--- src/rtl/fp64_pkg.sv ---
// Shared binary64 field layout, special constants and the adder's FSM encoding.
package fp64_pkg;

  localparam int SIGN_W = 1;
  localparam int EXP_W  = 11;
  localparam int MAN_W  = 52;
  localparam int BIAS   = 1023;

  // Working significand: hidden bit + 52 mantissa bits + guard/round/sticky
  localparam int SIG_W  = 1 + MAN_W + 3;

  localparam logic [EXP_W-1:0] EXP_MAX = 11'h7FF;
  localparam logic [63:0]      QNAN    = 64'h7FF8_0000_0000_0000;

  typedef enum logic [2:0] {
    IDLE   = 3'd0,
    UNPACK = 3'd1,
    ALIGN  = 3'd2,
    ADD    = 3'd3,
    NORM   = 3'd4,
    ROUND  = 3'd5,
    DONE   = 3'd6
  } state_t;

  function automatic logic is_nan(input logic [63:0] x);
    return (x[62:52] == EXP_MAX) && (x[51:0] != 52'd0);
  endfunction

  function automatic logic is_inf(input logic [63:0] x);
    return (x[62:52] == EXP_MAX) && (x[51:0] == 52'd0);
  endfunction

  // Exponent field zero covers both true zero and subnormals (flushed to zero)
  function automatic logic is_zero(input logic [63:0] x);
    return (x[62:52] == 11'd0);
  endfunction

endpackage

--- src/rtl/fp64_adder_lzc64.sv ---
// Combinational 64-bit leading-zero counter; all-zero input yields 64.
module lzc64 (
  input  logic [63:0] value,
  output logic [6:0]  count
);

  logic found;

  // Scan from the MSB and latch the position of the first set bit
  always_comb begin
    count = 7'd64;
    found = 1'b0;
    for (int i = 63; i >= 0; i--) begin
      if (!found && value[i]) begin
        count = 7'(63 - i);
        found = 1'b1;
      end else begin
        found = found;
      end
    end
  end

endmodule

--- src/rtl/fp64_adder.sv ---
// Iterative binary64 adder: one operation in flight, one pipeline step per
// cycle (UNPACK, ALIGN, ADD, NORM, ROUND), result held in DONE until taken.
module fp64_adder
  import fp64_pkg::*;
(
  input  logic        clk,
  input  logic        rst_n,
  input  logic        in_valid,
  output logic        in_ready,
  input  logic [63:0] a,
  input  logic [63:0] b,
  output logic        out_valid,
  input  logic        out_ready,
  output logic [63:0] c
);

  state_t state_r, state_s;

  logic [63:0]       a_r, b_r, spec_val_r, c_r;
  logic              spec_r, sign_r, sub_r, zero_r, out_valid_r;
  logic [10:0]       diff_r;
  logic signed [12:0] exp_r;
  logic [SIG_W-1:0]  big_r, small_r, norm_r;
  logic [SIG_W:0]    sum_r;

  logic              spec_s, a_ge_s;
  logic [63:0]       spec_val_s;
  logic [111:0]      ext_s;
  logic [SIG_W-1:0]  align_s, norm_s;
  logic signed [12:0] nexp_s, fexp_s;
  logic [6:0]        lz_s;
  logic              rnd_up_s;
  logic [53:0]       rnd_s;
  logic [51:0]       mant_s;
  logic [63:0]       res_s;

  assign in_ready  = (state_r == IDLE);
  assign out_valid = out_valid_r;
  assign c         = c_r;

  lzc64 u_lzc (
    .value ({sum_r[SIG_W-1:0], 8'h00}),
    .count (lz_s)
  );

  // State register
  always_ff @(posedge clk or negedge rst_n) begin
    if (!rst_n) state_r <= IDLE;
    else        state_r <= state_s;
  end

  // Next-state: fixed walk through the datapath steps, wait in IDLE/DONE
  always_comb begin
    state_s = state_r;
    case (state_r)
      IDLE:    if (in_valid) state_s = UNPACK; else state_s = IDLE;
      UNPACK:  state_s = ALIGN;
      ALIGN:   state_s = ADD;
      ADD:     state_s = NORM;
      NORM:    state_s = ROUND;
      ROUND:   state_s = DONE;
      DONE:    if (out_valid_r && out_ready) state_s = IDLE; else state_s = DONE;
      default: state_s = IDLE;
    endcase
  end

  // Special-operand decode and magnitude ordering of the registered operands
  always_comb begin
    spec_s     = 1'b1;
    spec_val_s = 64'd0;
    a_ge_s     = (a_r[62:0] >= b_r[62:0]);
    if (is_nan(a_r) || is_nan(b_r)) begin
      spec_val_s = QNAN;
    end else if (is_inf(a_r) && is_inf(b_r)) begin
      if (a_r[63] != b_r[63]) spec_val_s = QNAN;
      else                    spec_val_s = a_r;
    end else if (is_inf(a_r)) begin
      spec_val_s = a_r;
    end else if (is_inf(b_r)) begin
      spec_val_s = b_r;
    end else if (is_zero(a_r) && is_zero(b_r)) begin
      spec_val_s = {a_r[63] & b_r[63], 63'd0};
    end else if (is_zero(a_r)) begin
      spec_val_s = b_r;
    end else if (is_zero(b_r)) begin
      spec_val_s = a_r;
    end else begin
      spec_s = 1'b0;
    end
  end

  // Right-shift the smaller significand; everything shifted out folds into sticky
  always_comb begin
    ext_s   = {small_r, 56'd0} >> diff_r;
    align_s = {ext_s[111:57], ext_s[56] | (|ext_s[55:0])};
  end

  // Normalise: 1-bit right shift on carry-out, otherwise left shift by lz count
  always_comb begin
    if (sum_r[SIG_W]) begin
      norm_s = {sum_r[SIG_W:2], sum_r[1] | sum_r[0]};
      nexp_s = exp_r + 13'sd1;
    end else begin
      norm_s = sum_r[SIG_W-1:0] << lz_s;
      nexp_s = exp_r - $signed({6'd0, lz_s});
    end
  end

  // Round to nearest even and pack, with overflow/underflow/special override
  always_comb begin
    rnd_up_s = norm_r[2] & (norm_r[1] | norm_r[0] | norm_r[3]);
    rnd_s    = {1'b0, norm_r[SIG_W-1:3]} + {53'd0, rnd_up_s};
    if (rnd_s[53]) begin
      fexp_s = exp_r + 13'sd1;
      mant_s = rnd_s[52:1];
    end else begin
      fexp_s = exp_r;
      mant_s = rnd_s[51:0];
    end
    if (spec_r) begin
      res_s = spec_val_r;
    end else if (zero_r) begin
      res_s = 64'd0;
    end else if (int'(fexp_s) - BIAS > BIAS) begin
      res_s = {sign_r, EXP_MAX, 52'd0};
    end else if (int'(fexp_s) - BIAS < 1 - BIAS) begin
      res_s = {sign_r, 63'd0};
    end else begin
      res_s = {sign_r, fexp_s[10:0], mant_s};
    end
  end

  // Datapath registers, each updated only in the step that owns it
  always_ff @(posedge clk or negedge rst_n) begin
    if (!rst_n) begin
      a_r         <= 64'd0;
      b_r         <= 64'd0;
      spec_val_r  <= 64'd0;
      c_r         <= 64'd0;
      spec_r      <= 1'b0;
      sign_r      <= 1'b0;
      sub_r       <= 1'b0;
      zero_r      <= 1'b0;
      out_valid_r <= 1'b0;
      diff_r      <= 11'd0;
      exp_r       <= 13'sd0;
      big_r       <= '0;
      small_r     <= '0;
      norm_r      <= '0;
      sum_r       <= '0;
    end else begin
      case (state_r)
        IDLE: begin
          if (in_valid) begin
            a_r <= a;
            b_r <= b;
          end
        end
        UNPACK: begin
          spec_r     <= spec_s;
          spec_val_r <= spec_val_s;
          sub_r      <= a_r[63] ^ b_r[63];
          if (a_ge_s) begin
            sign_r  <= a_r[63];
            exp_r   <= $signed({2'b00, a_r[62:52]});
            big_r   <= {1'b1, a_r[51:0], 3'b000};
            small_r <= {1'b1, b_r[51:0], 3'b000};
            diff_r  <= a_r[62:52] - b_r[62:52];
          end else begin
            sign_r  <= b_r[63];
            exp_r   <= $signed({2'b00, b_r[62:52]});
            big_r   <= {1'b1, b_r[51:0], 3'b000};
            small_r <= {1'b1, a_r[51:0], 3'b000};
            diff_r  <= b_r[62:52] - a_r[62:52];
          end
        end
        ALIGN: small_r <= align_s;
        ADD: begin
          if (sub_r) sum_r <= {1'b0, big_r} - {1'b0, small_r};
          else       sum_r <= {1'b0, big_r} + {1'b0, small_r};
        end
        NORM: begin
          norm_r <= norm_s;
          exp_r  <= nexp_s;
          zero_r <= (sum_r == '0);
        end
        ROUND: c_r <= res_s;
        DONE: begin
          if (out_valid_r && out_ready) out_valid_r <= 1'b0;
          else                          out_valid_r <= 1'b1;
        end
        default: out_valid_r <= 1'b0;
      endcase
    end
  end

endmodule
--- config.mk ---
export PLATFORM = sky130hd
export DESIGN_NAME = fp64_adder
export DESIGN_NICKNAME = d
export VERILOG_FILES = /design/src/rtl/fp64_pkg.sv /design/src/rtl/fp64_adder_lzc64.sv /design/src/rtl/fp64_adder.sv
export SDC_FILE = /design/constraint.sdc
export NUM_CORES = 2
export LEC_CHECK = 0
export BUFFER_PORTS_ARGS = -buffer_cell sky130_fd_sc_hd__buf_4
export CORE_ASPECT_RATIO = 0.5
export CORE_MARGIN = 10
export CORE_UTILIZATION = 45
export CTS_CLUSTER_SIZE = 24
export DETAILED_ROUTE_END_ITERATION = 10
export GPL_ROUTABILITY_DRIVEN = 0
export REMOVE_ABC_BUFFERS = 1
export SYNTH_ARGS = -nofsm -noshare
export SYNTH_HDL_FRONTEND = slang
export SYNTH_SLANG_ARGS = --single-unit
--- constraint.sdc ---
create_clock -name clk -period 7.2 [get_ports clk]
set_clock_uncertainty 0.2 [all_clocks]
set_input_delay 0.72 -clock clk [delete_from_list [all_inputs] [get_ports clk]]
set_output_delay 0.72 -clock clk [all_outputs]
set_load 0.005 [all_outputs]
# --- After elaboration in Yosys (flattened, before gate mapping) ---
# Cells that the tools add are included.
totals:
  register_bits: 513
  input_bits: 132
  output_inout_bits: 66
  elab_cells: 323
classes:
  addsub: 8
  order_cmp: 3
  eq_ne: 9
  shifts: 2
  muxes: 147
  bitwise_logic: 7
  reduce_logical: 131
ops:
  columns: ["cell", "n"]
  rows:
  - ["two-way mux 64 bit", 10]
  - ["two-way mux 7 bit", 56]
  - ["two-way mux 63 bit", 2]
  - ["one-hot mux 56 bit (2 select lines)", 1]
  - [">> shifter 112 x 11 -> 112 bit", 1]
  - ["two-way mux 55 bit", 2]
  - ["logical NOT 52 bit", 2]
  - ["nonzero test 52 bit", 2]
  - ["two-way mux 1 bit", 65]
  - ["greater-or-equal comparator 63 bit", 1]
  - ["logical AND 1 bit", 62]
  - ["adder 56 x 56 -> 57 bit", 1]
  - ["logical NOT 57 bit", 1]
  - ["two-way mux 57 bit", 1]
  - ["subtractor 56 x 56 -> 57 bit", 1]
  - ["two-way mux 56 bit", 1]
  - ["OR reduction 56 bit", 1]
  - ["<< shifter 56 x 7 -> 56 bit", 1]
  - ["logical NOT 1 bit", 55]
  - ["adder 53 x 1 -> 54 bit", 1]
  - ["two-way mux 52 bit", 1]
  - ["two-way mux 13 bit", 2]
  - ["one-hot mux 13 bit (2 select lines)", 1]
  - ["equality test 11 bit, second input constant", 2]
  - ["23 further kinds", 34]

# --- Longest topological paths before layout ---
depth:
  depth_word: 169
  mapped_depth: 25

# --- Hierarchy ---
# Synthesis repeated with hierarchy kept, for this count alone.
unflattened:
  hier_cells: 4961
  hier_area_um2: 40614.0
by_module_without_submodules:
  columns: ["module", "n_inst", "cells_per_inst", "area_per_inst_um2", "seq_area_each_um2"]
  rows:
  - ["fp64_adder", 1, 4796, 39628.0, 12762.2]
  - ["lzc64", 1, 165, 985.9, 0.0]

# --- Worst setup path after synthesis ---
# Ideal clock, no wire load.
synth_path:
  kind: "flip-flop to flip-flop"
  start: "register sum_r[10]"
  end: "register exp_r[12]"
  setup_ns: 0.129
  t_arrival_ns: 4.947
  setup_slack_ns: 1.924
  path_stages_with_launch: 26
  path_buffers: 3
  path_cell_list: "dfrtp_1 > clkbuf_1 > nor4_1 > nand4_1 > or4_1 > a31o_2 > o22a_1 > a21boi_1 > inv_2 > buf_1 > clkbuf_1 > ha_1 > inv_1 > fa_1 > nand2_1 > nand2_1 > a21oi_1 > o21bai_1 > a21oi_1 > inv_1 > a21oi_1 > nand2_1 > nor3_1 > nor3_1 > o21ai_0 > o21ai_0"
synth_between:
  elab_chain_cells: 35
  elab_cells_between_ends: 45
  cone_classes: "1 x add/sub; 23 x mux; 21 x reduce/logical"
synth_lines:
  columns: ["item", "line", "rtl"]
  rows:
  - ["start, declared", "fp64_adder.sv:24", "logic [SIG_W:0] sum_r;"]
  - ["start signal, assigned", "fp64_adder.sv:179", "if (sub_r) sum_r <= {1'b0, big_r} - {1'b0, small_r};"]
  - ["start signal, assigned", "fp64_adder.sv:180", "else sum_r <= {1'b0, big_r} + {1'b0, small_r};"]
  - ["logical AND 1 bit (*)", "fp64_adder_lzc64.sv:14", "if (!found && value[i]) begin"]
  - ["two-way mux 1 bit", "fp64_adder_lzc64.sv:14", null]
  - ["logical NOT 1 bit", "fp64_adder_lzc64.sv:14", null]
  - ["logical AND 1 bit", "fp64_adder_lzc64.sv:14", null]
  - ["two-way mux 1 bit", "fp64_adder_lzc64.sv:14", null]
  - ["logical NOT 1 bit", "fp64_adder_lzc64.sv:14", null]
  - ["logical AND 1 bit", "fp64_adder_lzc64.sv:14", null]
  - ["two-way mux 1 bit", "fp64_adder_lzc64.sv:14", null]
  - ["[... 19 more ...]", null, null]
  - ["logical AND 1 bit", "fp64_adder_lzc64.sv:14", null]
  - ["two-way mux 1 bit", "fp64_adder_lzc64.sv:14", null]
  - ["logical NOT 1 bit", "fp64_adder_lzc64.sv:14", null]
  - ["logical AND 1 bit", "fp64_adder_lzc64.sv:14", null]
  - ["two-way mux 7 bit (*)", "fp64_adder_lzc64.sv:14", null]
  - ["subtractor 13 x 8 -> 13 bit (*)", "fp64_adder.sv:105", "nexp_s = exp_r - $signed({6'd0, lz_s});"]
  - ["two-way mux 13 bit (*)", "fp64_adder.sv:100", "if (sum_r[SIG_W]) begin"]
  - ["one-hot mux 13 bit (2 select lines) (*)", "fp64_adder.sv:152", "case (state_r)"]
  - ["end signal, assigned", "fp64_adder.sv:165", "exp_r <= $signed({2'b00, a_r[62:52]});"]
  - ["end signal, assigned", "fp64_adder.sv:171", "exp_r <= $signed({2'b00, b_r[62:52]});"]
  - ["end signal, assigned", "fp64_adder.sv:184", "exp_r <= nexp_s;"]
  - ["end, declared", "fp64_adder.sv:22", "logic signed [12:0] exp_r;"]
# Mark *: on every way between the ends. The rest lies on a longest branch, timed or not.
# A chain may end at the register's enable or synchronous reset.

# --- Final worst setup path ---
layout_path:
  start: "register sum_r[54]"
  end: "register exp_r[12]"
layout_between:
  elab_chain_cells: 167
  elab_cells_between_ends: 221
  cone_classes: "1 x add/sub; 111 x mux; 109 x reduce/logical"
layout_lines:
  columns: ["item", "line"]
  rows:
  - ["logical AND 1 bit (*)", "fp64_adder_lzc64.sv:14"]
  - ["two-way mux 1 bit", "fp64_adder_lzc64.sv:14"]
  - ["logical NOT 1 bit", "fp64_adder_lzc64.sv:14"]
  - ["logical AND 1 bit", "fp64_adder_lzc64.sv:14"]
  - ["two-way mux 1 bit", "fp64_adder_lzc64.sv:14"]
  - ["logical NOT 1 bit", "fp64_adder_lzc64.sv:14"]
  - ["logical AND 1 bit", "fp64_adder_lzc64.sv:14"]
  - ["two-way mux 1 bit", "fp64_adder_lzc64.sv:14"]
  - ["[... 151 more ...]", null]
  - ["logical AND 1 bit", "fp64_adder_lzc64.sv:14"]
  - ["two-way mux 1 bit", "fp64_adder_lzc64.sv:14"]
  - ["logical NOT 1 bit", "fp64_adder_lzc64.sv:14"]
  - ["logical AND 1 bit", "fp64_adder_lzc64.sv:14"]
  - ["two-way mux 7 bit (*)", "fp64_adder_lzc64.sv:14"]
  - ["subtractor 13 x 8 -> 13 bit (*)", "fp64_adder.sv:105"]
  - ["two-way mux 13 bit (*)", "fp64_adder.sv:100"]
  - ["one-hot mux 13 bit (2 select lines) (*)", "fp64_adder.sv:152"]
# Marks and branches as above.

==> run summary <==
status -> finished clean
WP data arrival -> 6180 ps
input/output buffers -> 197
Max-Cap Viols -> 0
fraction of layout cells with a size suffix above 1 -> 12.8%
Yosys cell types -> 101
Worst Path Max Fanout -> 13
Tmin final -> 5860 ps
drt drc -> 0
Yosys reg bits -> 510
ANT nets after route -> 0
1st-pass router iterations -> 8
P&R area growth vs syn -> 10.2%
vias in the first global route -> 36.2k
worst-margin pin slew -> 1390 ps
H-tree Lvls -> 2
final setup fails -> 0
worst reg2reg path depth -> 20
Clk Latency, worst-skew pair -> 650 ps
clock transition at the registers of the reported paths -> 70 ps
Clock Path Buffers -> 3
Die Wd -> 436 um
WS Path Type -> reg -> reg
initial antenna violation count -> 14
Post-synth top cells -> nand2_1, dfrtp_1, nor2_1
GRT overflow -> 0
HP Class -> in -> reg
dominant cells by area after synthesis -> dfrtp_1, o21ai_0, mux2i_1
detailed-route wire length -> 164 mm
cell area after synthesis -> 38900 sq um
fmax -> 0.171 GHz
final hold violation count -> 0
Core ar. -> 86000 sq um
non-filler instance count after layout -> 5903
Core Rows -> 76
relative max-transition margin -> 7.62%
Global Route Usage Sum -> 31.1%
sequential share of the synthesized area -> 32.8%
Setup crit start kind -> flip-flop
ant diodes -> 0
pin count of the biggest net entering global routing -> 183
total placed cells including tap cells -> 5806
R2R setup slack -> 1340 ps
Syn Inst Count -> 4737
Synth area leader -> dfrtp_1
Vias -> 39.5k
count leader, synth -> nand2_1
syn avg cell area -> 8.22 sq um
die height -> 228 um
CTS tree -> done
Final Cell Area -> 42900 sq um
async set-or-reset flop fraction in the synthesized netlist -> 100%
Final Max Slew Viols -> 0
crit path to -> exp_r[12]$_DFFE_PN0P_
initial DRC count -> 6314
die area -> 99400 sq um
CTS buffer count -> 51
RSZ-0062 raised after global routing -> false
worst r2r src -> sum_r[54]$_DFFE_PN0P_
CP Capture Type -> flip-flop
Vias/cell -> 6.69
Initial Util -> 45.3%
global-route wire length before repair -> 241 mm
Main synth FF type -> dfrtp_1
num ports -> 198
Yosys warning total -> 0
Nets -> 4964
CTS Root Cell -> clkbuf_16
Final period util -> 81.4%
quantity of gates resized following cts -> 0
routed len/inst -> 27.7 um
count of flip-flops with a built-in enable after synthesis -> 0
reg2reg end -> exp_r[12]$_DFFE_PN0P_
top-area cell type share of the netlist area -> 32.8%
Worst EP required -> 7520 ps
Area after DPL -> 41200 sq um
worst setup path startpoint -> sum_r[54]$_DFFE_PN0P_
TritonCTS Sinks -> 510
post-detail-place hpwl -> 124 mm
## worst min path at each step
stage / start / to / slack, ps / depth (start not counted)
detailed placement: big_r[55]$_DFFE_PN0P_ / big_r[55]$_DFFE_PN0P_ / 260 / 1
CTS: b[1] / b_r[1]$_DFFE_PN0P_ / 60 / 3
global placement: big_r[55]$_DFFE_PN0P_ / big_r[55]$_DFFE_PN0P_ / 260 / 1
finish: b[15] / b_r[15]$_DFFE_PN0P_ / 80 / 3
global route: b[18] / b_r[18]$_DFFE_PN0P_ / 80 / 3
floorplan: rst_n / a_r[0]$_DFFE_PN0P_ / 220 / 0
## cells by family (layout without fill, tap and decap cells)
family                   count (synthesis)  count (layout)  synth area share, %
AND/OR/NAND/NOR                       1557            1557                 18.5
AO/OA/AOI/OAI                         1450            1450                 23.2
buffers and inverters                  519             515                 5.19
flip-flops                             510             510                 32.8
multiplexers                           381             381                 11.7
XOR/XNOR                               178             178                 4.02
adder cells (fa/ha/maj)                142             142                 4.62
## cell usage in the layout (no fill, tap or decap), types with 110 or more instances in the layout
cell type,synthesis,routed
nor3_1,113,112
dfrtp_1,510,504
nor2_1,451,448
o21ai_0,430,430
xnor2_1,115,115
buf_4,3,259
a221oi_1,110,110
ha_1,139,139
nand2_1,543,542
inv_1,146,146
mux2i_1,209,209
mux2_2,123,123
a21oi_1,417,415
## what timing repair did
| item | 4_1_cts | 5_1_grt |
|---|---|---|
| hold buffers | 1 | 0 |
| buffers inserted | 0 | 0 |
| hold endpoints to repair | 33 | 0 |
## metrics by stage
step           setup TNS, ps  util, %  hold slack [ps]  setup WS, ps
2_1_floorplan        -393350        -              224         -3650
3_3_place_gp               0     47.9              258          1510
3_5_place_dp               0     47.9              261          1460
4_1_cts                    0     49.9             57.6          1450
5_1_grt                    0     49.9             79.6           831
6_report                   0     49.9             76.0          1340
## flip-flops by register name, summed over array words and instances (netlist names)
register / cells
c: 64
zero_r: 1
state_r: 3
sum_r: 57
b_r: 64
small_r: 56
a_r: 64
spec_r: 1
spec_val_r: 64
out_valid: 1
sub_r: 1
sign_r: 1
big_r: 53
norm_r: 56
exp_r: 13
diff_r: 11
## worst max-delay path: stages, from the launching register on
cell      delay (ps)
dfrtp_1          460
nor4_1           630
nand3_1          280
or4_1            520
a21oi_1          390
o21ai_1          250
a21oi_4          510
inv_1            330
fa_1             500
nand2_1           80
nand2_1           50
a21oi_1          230
o21bai_1         110
a21oi_1          220
inv_1             60
a21oi_1          240
nand2_1          130
nor3_1           200
nor3_1            70
o21ai_0          160
o21ai_0          100
## layout make-up
type	instances	area, sq um
repair buffers	268	2110
well taps	1170	1460
multi-input cells	3708	24300
flip-flops and latches	510	12800
clock buffers	75	1500
fillers	8255	43100
inverters	151	567
clock inverters	21	225
## per-layer routing
layer	global-route usage [%]	vias to the layer above	part of all wire [%]
met5	0	-	0.034
met4	11.0	8	4.4
met3	12.0	459	15
met2	40.8	2733	38
met1	45.4	19100	42
li1	-	17200	-
Power is left out: the tool's default activity adds up to more than one toggle a clock period on the data nets, which glitch-free logic cannot reach.
